<file path="src/rtl/div_harness_pkg.sv">
// Shared types and helpers for the divider test harness: FSM states, LFSR taps,
// operand widths and the LFSR-word to {d, q, r} operand mapping.
package div_harness_pkg;

  typedef enum logic [2:0] {
    StIdle,
    StLoad,
    StIssue,
    StWait,
    StCheck,
    StNext,
    StDone
  } state_e;

  localparam logic [31:0] LfsrTaps = 32'h8020_0003;

  localparam int unsigned ResW = 8;
  localparam int unsigned OpW  = 16;
  localparam int unsigned BusW = 64;

  typedef struct packed {
    logic [ResW-1:0] d;
    logic [ResW-1:0] q;
    logic [ResW-1:0] r;
  } ops_t;

  // d has its MSB forced so it is never zero and r < 128 <= d always holds.
  function automatic ops_t derive_ops(logic [31:0] l);
    ops_t o;
    o.d = {1'b1, l[6:0]};
    o.q = l[15:8];
    o.r = {1'b0, l[22:16]};
    return o;
  endfunction

endpackage

</file>
<file path="src/rtl/div_lfsr32.sv">
// 32-bit right-shifting Galois LFSR with synchronous load (priority) and advance.
module div_lfsr32 #(
  parameter logic [31:0] Seed = 32'hACE1_0001
) (
  input  logic        clk_i,
  input  logic        rst_ni,
  input  logic        load_i,
  input  logic        adv_i,
  output logic [31:0] state_o
);
  import div_harness_pkg::*;

  logic [31:0] lfsr_q, lfsr_d;

  always_comb begin
    lfsr_d = lfsr_q;
    if (load_i) begin
      lfsr_d = Seed;
    end else if (adv_i) begin
      lfsr_d = {1'b0, lfsr_q[31:1]} ^ (lfsr_q[0] ? LfsrTaps : 32'h0);
    end
  end

  always_ff @(posedge clk_i or negedge rst_ni) begin
    if (!rst_ni) begin
      lfsr_q <= Seed;
    end else begin
      lfsr_q <= lfsr_d;
    end
  end

  assign state_o = lfsr_q;

endmodule

</file>
<file path="config.mk">
export PLATFORM = sky130hd
export DESIGN_NAME = div_lfsr32
export DESIGN_NICKNAME = d
export VERILOG_FILES = /design/src/rtl/div_harness_pkg.sv /design/src/rtl/div_lfsr32.sv
export SDC_FILE = /design/constraint.sdc
export NUM_CORES = 1
export LEC_CHECK = 0
export ABC_AREA = 1
export BUFFER_PORTS_ARGS = -buffer_cell sky130_fd_sc_hd__buf_2
export CORE_UTILIZATION = 35
export DETAILED_ROUTE_END_ITERATION = 8
export HOLD_SLACK_MARGIN = 0.1
export PLACE_DENSITY = 0.6
export SKIP_CTS_REPAIR_TIMING = 1
export SLEW_MARGIN = 25
export SYNTH_ARGS = -nofsm -noshare
export SYNTH_HDL_FRONTEND = slang
export SYNTH_SLANG_ARGS = --single-unit
</file>
<file path="constraint.sdc">
create_clock -name clk_i -period 2.73 [get_ports clk_i]
set_input_delay 0.4095 -clock clk_i [delete_from_list [all_inputs] [get_ports clk_i]]
set_output_delay 0.4095 -clock clk_i [all_outputs]
set_load 0.005 [all_outputs]
</file>
==> impl_metrics.yaml <==
setup_path:
  cp_max_fo: 6
  worst-setup-path-type: "reg2out"
  slowest_stage: "dfstp_2"
  reg2reg_slack_ns: 1.76
  worstSetupEndpointType: "primary output"
  cpPeakStageDelay_ns: 0.58
  r2r_end: "state_o[1]$_DFFE_PN0P_"
  worst-path-buf-inv: 1
  crit_family: "flip-flops"
  cp-start-kind: "flip-flop"
  worstPathRequired_ns: 2.32
  crit_chain: "buf_2"
  r2r_start: "state_o[0]$_DFFE_PN1P_"
  worst_r2r_path_depth: 5
  arrival_ns: 0.99
timing:
  hold_violations: 0
  period_minus_slack_ns: 1.40
  slew_violations: 0
  clock_skew_ns: 0.00656
  finalSetupTns_ns: 0
  rsz0062_at_grt: "no"
  finalCritPeriodShare_pct: 51.2
  relSlewSlack_pct: 52.9
  setup_viol: 0
  fmax_mhz: 715
  worst_pin_slew_ns: 0.707
yosys:
  synth_ff_type: "dfrtp_1"
  synth.most_common_cell: "nand2_1"
  yosys_warnings: 0
  synth_common_cells: "40 x nand2_1, 23 x dfrtp_1, 16 x inv_1"
  yosysUniqueCellTypes: 15
  synth_area_per_cell_um2: 9.84
  async_flop_share_pct: 100
  yosys.area.top_type: "dfrtp_1"
  synthTopCellsByArea: "dfrtp_1 43%, dfstp_2 18%, nand2_1 11%"
  yosysTopAreaCellShare_pct: 43.0
  syn_inst: 136
  ys_ff_latch: 32
  synth-edff-count: 0
  synth-seq-area-share_pct: 60.7
  syn_nets: 140
  netlist_area_um2: 1340
die:
  dieArea_um2: 4080
  coreArea_um2: 3660
  die_y_um: 63.8
  start_util_pct: 36.6
  rows: 22
  pin_count: 36
  die_w_um: 63.8
power:
  leakage_nw: 0.818
  ir_drop_mv: 0.370
  pwr_density_cell_nw_per_um2: 587
final_layout:
  layout-drive-gt1-share_pct: 37.8
  final_area_um2: 1590
  nets: 176
  fin_util_pct: 43.5
  largest_reg_flops: 32
  regArea_um2: 812
  multi_input_area_um2: 402
  area_delta_synth_final_pct: 19.1
  fillers: 360
  diodes: 0
run_status:
  status: "completed"
clock_network:
  cts-buffers-inserted: 5
  cts.root.buffer_cell: "clkbuf_8"
  clkSlewWorstSetupHoldPaths_ns: 0.07
  insertion_delay_ns: 0.28
  h-tree-depth: 2
  cts_tree: "yes"
  cts_buffer_depth: 2
  cts_sinks: 32
global_routing:
  grt-ovfl-total: 0
  antenna_found_initial: 0
  grt_pass1_wl_um: 4870
  grt_pass1_vias: 1037
  gr-usage-all-layers_pct: 15.6
  grt_max_degree: 33
placed_design:
  post-dp-hpwl_um: 1840
  gp_congestion: 0.790
  placed_cell_area_um2: 1520
  numPortBuffers: 35
route:
  drcViolationCount: 0
  drt_first_iter_violations: 79
  first_pass_iters: 4
  wirelength_um: 2850
  vias: 1011
  detail_route.wl_per_cell_um: 12.9
  postRouteAntennaNets: 0
  vias_per_cell: 4.60
run:
  drv_cap: 0
hold_path:
  hold_path_class: "in2async"
metal layers:
layer  vias up  GRT usage [%]  share of wire [%]
met2        33           23.3                 43
met1       474           21.8                 50
li1        500              -                  -
met3         4           4.11                5.8
met4         0           5.11               0.95
met5         -              0                  0
power by group:
part	total, mW	switching (mW)	leakage (nW)	internal, mW
logic	0.0852	0.0567	0.368	0.0285
registers	0.518	0.0158	0.409	0.502
clock network	0.333	0.160	0.0410	0.173
total	0.936	0.232	0.818	0.703
metrics by stage:
| stage | worst slack (ns) | hold slack (ns) | power [mW] | instances |
|---|---|---|---|---|
| global placement | 1.26 | 0.471 | 0.611 | 213 |
| CTS | 1.33 | 0.192 | 0.952 | 220 |
| finish | 1.33 | 0.178 | 0.936 | 220 |
| global route | 1.30 | 0.236 | 0.983 | 220 |
| floorplan | 1.71 | 0.114 | 0.575 | 136 |
| detailed placement | 1.20 | 0.467 | 0.612 | 213 |
kinds of logic after synthesis:
family                 count (synthesis)  synth area share, %
AND/OR/NAND/NOR                       46                 14.5
buffers and inverters                 24                 9.35
flip-flops                            32                 60.7
AO/OA/AOI/OAI                         34                 15.5
cell type report:
class | instances | share of cell area (%)
clock buffer | 6 | 4.55
clock inverter | 1 | 0.314
inverter | 18 | 4.24
multi-input combinational | 80 | 25.2
sequential | 32 | 50.9
tap | 48 | 3.77
timing repair buffer | 35 | 11.0
placed cells by master, fill, tap and decap left out:
master / Yosys / final
nand2_2: 1 / 1
clkinv_2: 0 / 1
buf_2: 1 / 35
nor2_4: 2 / 2
o21ai_0: 6 / 6
dfrtp_1: 23 / 23
o21ai_2: 10 / 10
nand3_1: 3 / 3
inv_1: 16 / 16
inv_2: 2 / 2
clkbuf_8: 0 / 5
nand2_1: 40 / 40
clkbuf_1: 0 / 1
dfstp_2: 9 / 9
o21ai_1: 10 / 10
a21oi_1: 8 / 8
worst max path at each step:
stage	start	to	slack, ns	depth (start not counted)
2_1_floorplan	adv_i	state_o[10]$_DFFE_PN0P_	1.71	5
3_3_place_gp	adv_i	state_o[26]$_DFFE_PN1P_	1.26	4
3_5_place_dp	load_i	state_o[26]$_DFFE_PN1P_	1.20	4
4_1_cts	state_o[0]$_DFFE_PN1P_	state_o[0]	1.33	1
5_1_grt	state_o[0]$_DFFE_PN1P_	state_o[0]	1.30	1
6_report	state_o[0]$_DFFE_PN1P_	state_o[0]	1.33	1
(Power assumes the default switching activity.)
